$ cat src/rtl/tlc_pkg.sv
// ---------------------------------------------------------------------------
// tlc_pkg
//   Shared definitions for the traffic light controller: FSM state codes,
//   lamp codes and the state -> lamp decode used by the controller.
// ---------------------------------------------------------------------------
package tlc_pkg;

  // 3-bit state register; code 3'd7 is unused and recovers to ALL_RED_2.
  typedef enum logic [2:0] {
    MAIN_GREEN  = 3'd0,
    MAIN_YELLOW = 3'd1,
    ALL_RED_1   = 3'd2,
    SIDE_GREEN  = 3'd3,
    SIDE_YELLOW = 3'd4,
    ALL_RED_2   = 3'd5,
    PED_WALK    = 3'd6
  } tlc_state_t;

  // Lamp codes, {R,Y,G}
  localparam logic [2:0] RED = 3'b100;
  localparam logic [2:0] YEL = 3'b010;
  localparam logic [2:0] GRN = 3'b001;

  typedef struct packed {
    logic [2:0] main_light;
    logic [2:0] side_light;
    logic       walk;
  } lamps_t;

  // Lamp pattern for a state. Anything not explicitly a road-go state shows
  // all red, so an illegal code can never light two roads.
  function automatic lamps_t decode_lamps(input tlc_state_t st);
    lamps_t l;
    l.main_light = RED;
    l.side_light = RED;
    l.walk       = 1'b0;
    case (st)
      MAIN_GREEN:  l.main_light = GRN;
      MAIN_YELLOW: l.main_light = YEL;
      SIDE_GREEN:  l.side_light = GRN;
      SIDE_YELLOW: l.side_light = YEL;
      PED_WALK:    l.walk       = 1'b1;
      default:     ;
    endcase
    return l;
  endfunction

  // Successor state; ped selects the walk phase after the second clearance.
  function automatic tlc_state_t next_state(input tlc_state_t st, input logic ped);
    tlc_state_t n;
    case (st)
      MAIN_GREEN:  n = MAIN_YELLOW;
      MAIN_YELLOW: n = ALL_RED_1;
      ALL_RED_1:   n = SIDE_GREEN;
      SIDE_GREEN:  n = SIDE_YELLOW;
      SIDE_YELLOW: n = ALL_RED_2;
      ALL_RED_2:   n = ped ? PED_WALK : MAIN_GREEN;
      PED_WALK:    n = MAIN_GREEN;
      default:     n = ALL_RED_2;
    endcase
    return n;
  endfunction

endpackage

$ cat src/rtl/sync_edge_detect.sv
// ---------------------------------------------------------------------------
// sync_edge_detect
//   Two-flop synchroniser plus one delay flop for an asynchronous level.
//   rise_pulse is high for exactly one Clk cycle per rising edge of async_in,
//   in the cycle after the second synchroniser flop captures the new level.
// Ports
//   Clk        in  system clock
//   Reset      in  asynchronous, active-high reset (all flops to 0)
//   async_in   in  asynchronous level input
//   rise_pulse out one-cycle pulse on a synchronised rising edge
// ---------------------------------------------------------------------------
module sync_edge_detect (
  input  logic Clk,
  input  logic Reset,
  input  logic async_in,
  output logic rise_pulse
);

  logic s1;
  logic s2;
  logic s3;

  always_ff @(posedge Clk or posedge Reset) begin
    if (Reset) begin
      s1 <= 1'b0;
      s2 <= 1'b0;
      s3 <= 1'b0;
    end else begin
      s1 <= async_in;
      s2 <= s1;
      s3 <= s2;
    end
  end

  assign rise_pulse = s2 & ~s3;

endmodule

$ cat src/rtl/traffic_light_controller.sv
// ---------------------------------------------------------------------------
// traffic_light_controller
//   Two-road intersection sequencer with a pedestrian walk phase. The 1 Hz
//   Slow_Clock is treated as data: it is synchronised and its rising edge is
//   the seconds tick that advances the per-state countdown.
// Parameters
//   GREEN_SEC, YELLOW_SEC, ALL_RED_SEC, WALK_SEC : state durations in ticks
//   TW                                          : width of Sec_Left
// Ports
//   Clk         in   system clock
//   Reset       in   asynchronous, active-high reset
//   Slow_Clock  in   1 Hz square wave (asynchronous data)
//   Ped_Req     in   raw pedestrian button (asynchronous)
//   Main_Light  out  {R,Y,G} main road, one-hot
//   Side_Light  out  {R,Y,G} side road, one-hot
//   Walk        out  pedestrian walk lamp
//   Ped_Pending out  request latched, walk not yet started
//   Sec_Left    out  ticks remaining in current state
// ---------------------------------------------------------------------------
module traffic_light_controller
  import tlc_pkg::*;
#(
  parameter int GREEN_SEC   = 8,
  parameter int YELLOW_SEC  = 2,
  parameter int ALL_RED_SEC = 1,
  parameter int WALK_SEC    = 5,
  parameter int TW          = 4
) (
  input  logic          Clk,
  input  logic          Reset,
  input  logic          Slow_Clock,
  input  logic          Ped_Req,
  output logic [2:0]    Main_Light,
  output logic [2:0]    Side_Light,
  output logic          Walk,
  output logic          Ped_Pending,
  output logic [TW-1:0] Sec_Left
);

  localparam int MAX_SEC = (2 ** TW) - 1;

  // Zero or oversize durations would break the countdown; refuse to elaborate.
  if (GREEN_SEC < 1 || GREEN_SEC > MAX_SEC) begin : g_bad_green
    $error("GREEN_SEC must be in 1..2**TW-1");
  end
  if (YELLOW_SEC < 1 || YELLOW_SEC > MAX_SEC) begin : g_bad_yellow
    $error("YELLOW_SEC must be in 1..2**TW-1");
  end
  if (ALL_RED_SEC < 1 || ALL_RED_SEC > MAX_SEC) begin : g_bad_all_red
    $error("ALL_RED_SEC must be in 1..2**TW-1");
  end
  if (WALK_SEC < 1 || WALK_SEC > MAX_SEC) begin : g_bad_walk
    $error("WALK_SEC must be in 1..2**TW-1");
  end

  function automatic logic [TW-1:0] duration(input tlc_state_t st);
    logic [TW-1:0] d;
    case (st)
      MAIN_GREEN, SIDE_GREEN:   d = TW'(GREEN_SEC);
      MAIN_YELLOW, SIDE_YELLOW: d = TW'(YELLOW_SEC);
      PED_WALK:                 d = TW'(WALK_SEC);
      default:                  d = TW'(ALL_RED_SEC);
    endcase
    return d;
  endfunction

  logic          sec_tick;
  logic          ped_rise;
  tlc_state_t    state;
  tlc_state_t    state_nxt;
  logic [TW-1:0] sec_left;
  logic          ped_pending;
  logic          ped_pending_nxt;
  lamps_t        lamps;
  logic          state_legal;
  logic          advance;
  logic          enter_walk;

  sync_edge_detect u_slow_sync (
    .Clk        (Clk),
    .Reset      (Reset),
    .async_in   (Slow_Clock),
    .rise_pulse (sec_tick)
  );

  sync_edge_detect u_ped_sync (
    .Clk        (Clk),
    .Reset      (Reset),
    .async_in   (Ped_Req),
    .rise_pulse (ped_rise)
  );

  assign state_legal = (state <= PED_WALK);
  // "<= 1" rather than "== 1" so a corrupted zero count advances instead of wrapping.
  assign advance     = state_legal && sec_tick && (sec_left <= TW'(1));
  assign state_nxt   = next_state(state, ped_pending);
  assign enter_walk  = advance && (state == ALL_RED_2) && ped_pending;

  // Clearing on walk entry wins over a same-cycle press; presses during the
  // walk itself are dropped so they do not queue a second walk.
  always_comb begin
    ped_pending_nxt = ped_pending;
    if (enter_walk) begin
      ped_pending_nxt = 1'b0;
    end else if (ped_rise && (state != PED_WALK)) begin
      ped_pending_nxt = 1'b1;
    end
  end

  // Lamps are registered alongside the state so they always equal the
  // decode of the state register, with no extra cycle of lag.
  always_ff @(posedge Clk or posedge Reset) begin
    if (Reset) begin
      state       <= ALL_RED_2;
      sec_left    <= TW'(ALL_RED_SEC);
      lamps       <= decode_lamps(ALL_RED_2);
      ped_pending <= 1'b0;
    end else begin
      ped_pending <= ped_pending_nxt;
      if (!state_legal) begin
        state    <= ALL_RED_2;
        sec_left <= TW'(ALL_RED_SEC);
        lamps    <= decode_lamps(ALL_RED_2);
      end else if (advance) begin
        state    <= state_nxt;
        sec_left <= duration(state_nxt);
        lamps    <= decode_lamps(state_nxt);
      end else if (sec_tick) begin
        sec_left <= sec_left - TW'(1);
      end
    end
  end

  assign Main_Light  = lamps.main_light;
  assign Side_Light  = lamps.side_light;
  assign Walk        = lamps.walk;
  assign Ped_Pending = ped_pending;
  assign Sec_Left    = sec_left;

endmodule

$ cat config.mk
export PLATFORM = sky130hd
export DESIGN_NAME = traffic_light_controller
export DESIGN_NICKNAME = d
export VERILOG_FILES = /design/src/rtl/tlc_pkg.sv /design/src/rtl/sync_edge_detect.sv /design/src/rtl/traffic_light_controller.sv
export SDC_FILE = /design/constraint.sdc
export NUM_CORES = 1
export LEC_CHECK = 0
export CAP_MARGIN = 20
export CELL_PAD_IN_SITES_DETAIL_PLACEMENT = 1
export CELL_PAD_IN_SITES_GLOBAL_PLACEMENT = 1
export CORE_UTILIZATION = 43
export DETAILED_ROUTE_END_ITERATION = 10
export GPL_ROUTABILITY_DRIVEN = 0
export GPL_TIMING_DRIVEN = 1
export PLACE_DENSITY_LB_ADDON = 0.1
export SLEW_MARGIN = 0
export SYNTH_ARGS = -nofsm -noshare
export SYNTH_HDL_FRONTEND = slang
export SYNTH_SLANG_ARGS = --single-unit
$ cat constraint.sdc
create_clock -name Clk -period 4.55 [get_ports Clk]
set_input_delay 0.91 -clock Clk [delete_from_list [all_inputs] [get_ports Clk]]
set_output_delay 0.91 -clock Clk [all_outputs]
set_load 0.01 [all_outputs]
**Word level (Yosys, flattened, before mapping)**

Index checks and enable logic that the tools add are counted.

- Flip-flop bits (word level): 21
- Bits of input ports: 4
- Output and inout bits: 12

- Add/subtract/negate cells: 1
- Magnitude comparators: 2
- Eq/ne operators: 12
- Multiplexer cells: 15
- Bitwise gates (word level): 4
- Reduce and logical (&&, ||, !) cells: 10

Operator list:

| operator | number |
|---|---|
| one-hot mux 3 bit (6 select lines) | 1 |
| two-way mux 7 bit | 2 |
| == test 3 bit, second input constant | 4 |
| two-way mux 4 bit | 3 |
| one-hot mux 3 bit (2 select lines) | 2 |
| one-hot mux 4 bit (3 select lines) | 1 |
| == test 3 x 2 -> 1 bit, second input constant | 3 |
| two-way mux 3 bit | 3 |
| == test 3 x 1 -> 1 bit, second input constant | 2 |
| logical NOT 3 bit | 2 |
| logical AND 1 bit | 5 |
| <= comparator 4 x 1 -> 1 bit, second input constant | 1 |
| OR reduction 2 bit | 2 |
| subtractor 4 x 1 -> 4 bit, second input constant | 1 |
| <= comparator 3 bit, second input constant | 1 |
| two-way mux 1 bit | 3 |
| != test 3 x 2 -> 1 bit, second input constant | 1 |
| != test 3 bit, second input constant | 1 |
| bitwise AND 1 bit | 2 |
| != test 2 x 1 -> 1 bit, second input constant | 1 |
| NOT 1 bit | 2 |
| nonzero test 2 bit | 1 |

**Longest topological paths before layout**

- Depth in word-level cells: 7
- Depth in mapped cells: 7
- Gate-level depth less buffers: 6

**Cells and area by module**

A second synthesis with hierarchy kept.

- Cells, all modules: 104
- Area total of the unflattened synthesis: 1063.5 um^2

By module, submodules not included:

| module | times used | cells each | area an instance (um^2) | seq. area each (um^2) |
|---|---|---|---|---|
| traffic_light_controller | 1 | 94 | 878.3 | 381.6 |
| sync_edge_detect | 2 | 5 | 92.6 | 75.1 |

**Worst setup path before layout**

OpenSTA, ideal clock, no wires.

- Path type: flip-flop to flip-flop
- Start: register sec_left[0] (netlist: Sec_Left[0])
- End: register lamps, in the netlist Walk
- Library setup time: 120 ps
- Data arrival time: 1620 ps
- Data required time: 4430 ps
- Setup slack: 2810 ps
- Cell stages (with the launch flop): 8
- Buffers on the path: 1
- Cell sequence: dfstp_2 > inv_1 > ha_1 > nor2_2 > nand3b_4 > buf_4 > nor2_1 > a31o_2

- Cells in the longest elaborated chain, start to end: 3

Ends and longest elaborated chain:

| element | RTL line | source |
|---|---|---|
| start, declared | traffic_light_controller.sv:71 | `logic [TW-1:0] sec_left;` |
| start signal, assigned | traffic_light_controller.sv:115 | `sec_left <= TW'(ALL_RED_SEC);` |
| start signal, assigned | traffic_light_controller.sv:122 | `sec_left <= TW'(ALL_RED_SEC);` |
| start signal, assigned | traffic_light_controller.sv:126 | `sec_left <= duration(state_nxt);` |
| <= comparator 4 x 1 -> 1 bit | traffic_light_controller.sv:95 | `assign advance = state_legal && sec_tick && (sec_left <= TW'(1));` |
| logical AND 1 bit | traffic_light_controller.sv:95 |  |
| != test 2 x 1 -> 1 bit (no source line) | n/a |  |
| end signal, assigned | traffic_light_controller.sv:116 | `lamps <= decode_lamps(ALL_RED_2);` |
| end signal, assigned | traffic_light_controller.sv:123 | `lamps <= decode_lamps(ALL_RED_2);` |
| end signal, assigned | traffic_light_controller.sv:127 | `lamps <= decode_lamps(state_nxt);` |
| end, declared | traffic_light_controller.sv:74 | `lamps_t lamps;` |

Every way passes these cells.
A chain may end at the register's enable or synchronous reset.

**Worst setup path after layout**

- Start: register sec_left[2] (netlist: Sec_Left[2])
- End: output Sec_Left[2]

RTL lines:

| element | RTL line | source |
|---|---|---|
| end, declared | traffic_light_controller.sv:37 | `output logic [TW-1:0] Sec_Left` |

No word-level cell between the ends.

==> results.json <==
{
  "status": "completed",
  "clock-root-buffer": "clkbuf_4",
  "max_freq_ghz": 0.416,
  "clk_path_buf_depth": 2,
  "remaining_drc_errors": 0,
  "final-seq-area_um2": 532,
  "clock-sinks": 21,
  "path_buf_inv": 1,
  "antenna_found_initial": 0,
  "clk_pin_slew_ns": 0.12,
  "final-setup-viol-count": 0,
  "cts_tree": "yes",
  "die_width_um": 51.7,
  "place_area_um2": 1220,
  "viasPerCell": 5.66,
  "cts_setup_buffers": 0,
  "vias": 832,
  "hp-class": "reg -> reg",
  "multi_input_area_um2": 480,
  "crit_type": "reg -> out",
  "slowest_delay_ns": 0.61,
  "grt_pass1_wl_um": 4000,
  "grt_max_degree": 22,
  "drv_cap": 0,
  "grt_pass1_vias": 849,
  "synth_top_cell_area_share_pct": 37.7,
  "synth_top_cell_by_area": "dfrtp_1",
  "setup_slack_ns": 2.14,
  "crit_chain": "clkdlybuf4s50_1",
  "wire_per_inst_um": 16.4,
  "dp_slack_ns": 2.50,
  "synth.avg_cell_area_um2": 10.2,
  "crit_path_end_kind": "output port",
  "ir_worst_vdd_mv": 0.349,
  "cts_resized": 0,
  "ys_seq_area_share_pct": 50.1,
  "final_cell_area_um2": 1250,
  "cts_inserted_buffers": 3,
  "area_growth_pct": 17.8,
  "drive_gt1_share_pct": 12.6,
  "finClkSkew_ns": 0.00496,
  "ant_nets": 0,
  "powerDensity_nw_per_um2": 624,
  "final.min_clock_period_ns": 2.41,
  "htreeDepth": 1,
  "drt_iter0_markers": 29,
  "hold_viol_final": 0,
  "crit_required_ns": 3.64,
  "synth.area.top_cells": "dfrtp_1 38%, dfstp_2 12%, o21ai_0 4.2%",
  "final_cell_mix": "16 x dfrtp_1, 15 x clkdlybuf4s50_1, 9 x o21ai_0, 8 x nand2_1, 7 x inv_1",
  "rsz0062_at_grt": "false",
  "arrival_ns": 1.50,
  "dieHeight_um": 51.7,
  "portBuffers": 15,
  "ys_types": 36,
  "cp_slowest_cell": "clkdlybuf4s50_1",
  "setup_tns_ns": 0,
  "final.period_utilization_pct": 52.9,
  "num_rows": 17,
  "io_pins": 16,
  "tightest_slew_ns": 0.772,
  "start_kind": "flop",
  "hold_ws_ns": 0.370,
  "crit_family": "buffers and inverters",
  "drt-total-wl_um": 2410,
  "coreArea_um2": 2280,
  "synth_area_um2": 1060,
  "grtUsageTotal_pct": 20.6,
  "final_nets": 126,
  "dr.pass1.iters": 4,
  "hpwl_um": 1760,
  "overflow": 0,
  "synth_cells": 104,
  "start_util_pct": 46.6,
  "final_max_slew_viol_count": 0,
  "dieArea_um2": 2670,
  "yosys_warnings": 0,
  "slew_headroom_pct": 48.5,
  "clk_latency_ns": 0.30,
  "synth_seq_cells": 21,
  "postCtsHoldBufs": 0,
  "syn_nets": 110,
  "final_common_cell": "dfrtp_1",
  "n_antenna_cell": 0,
  "path_max_fanout": 8,
  "fin_util_pct": 54.9,
  "num-fill-cells": 251,
  "leakage_nw": 0.526
}
## cell type report
| cell class | instances | area share, % |
|---|---|---|
| well taps | 28 | 2.80 |
| inverters | 7 | 2.10 |
| repair buffers | 15 | 12.0 |
| multi-input cells | 72 | 38.4 |
| clock buffers | 4 | 2.10 |
| flip-flops and latches | 21 | 42.5 |
## where the power goes
group	internal [mW]	total (mW)	switching, mW
sequential	0.257	0.346	0.0891
combinational	0.180	0.344	0.164
clock	0.0341	0.0894	0.0553
## flip-flops by register name, summed over array words and instances, names as in the netlist
name	count
u_slow_sync.s1	1
u_slow_sync.s2	1
Walk	1
u_ped_sync.s1	1
u_ped_sync.s3	1
state	3
Ped_Pending	1
Sec_Left	4
Main_Light	3
u_ped_sync.s2	1
Side_Light	3
u_slow_sync.s3	1
## final timing paths
kind | from | cells past startpoint | end | slack (ns)
max in group asynchronous | Reset | 2 | u_ped_sync.s2 | 3.03
worst max-delay path | Sec_Left[2] | 1 | Sec_Left[2] | 2.14
worst max register to register | Sec_Left[0] | 5 | Sec_Left[1] | 2.67
worst min-delay path | u_ped_sync.s1 | 0 | u_ped_sync.s2 | 0.37
worst min register to register | u_ped_sync.s1 | 0 | u_ped_sync.s2 | 0.37
min in group asynchronous | Reset | 2 | Sec_Left[1] | 1.04
## layer usage
| metal | track usage (%) | wire, µm |
|---|---|---|
| met1 | 28.4 | 1150 |
| met2 | 34.2 | 1200 |
| met3 | 3.51 | 53 |
| met4 | 4.05 | 0 |
| met5 | 0 | 0 |
## cell usage after synthesis (all sizes together)
library cell,number
o22ai,2
nor4,3
a221o,2
nand2,8
o21a,1
mux2i,1
nand3,6
dfstp,5
nor2,7
mux2,1
maj3,1
nor4bb,1
nor3,3
inv,7
dfrtp,16
ha,2
a211oi,1
o21ai,9
nand3b,1
o31ai,1
a31o,1
nor2b,4
buf,4
nand2b,2
or3,2
and2b,1
o2111ai,1
xnor2,1
a22oi,1
a31oi,1
o211ai,4
a21oi,4
## per-stage QoR
| step | std cells | power (mW) |
|---|---|---|
| 5_1_grt | 147 | 0.831 |
| 3_5_place_dp | 143 | 0.692 |
| 6_report | 147 | 0.780 |
| 2_1_floorplan | 104 | 0.546 |
| 3_3_place_gp | 143 | 0.675 |
| 4_1_cts | 147 | 0.785 |
## kinds of logic after synthesis
family | count (synthesis) | synth area share, %
AO/OA/AOI/OAI | 28 | 17.1
AND/OR/NAND/NOR | 38 | 22.1
flip-flops | 21 | 50.1
buffers and inverters | 11 | 4.60
multiplexers | 2 | 2.00
XOR/XNOR | 1 | 0.826
adder cells (fa/ha/maj) | 3 | 3.30
No activity file was read; power rests on OpenSTA's default activity.
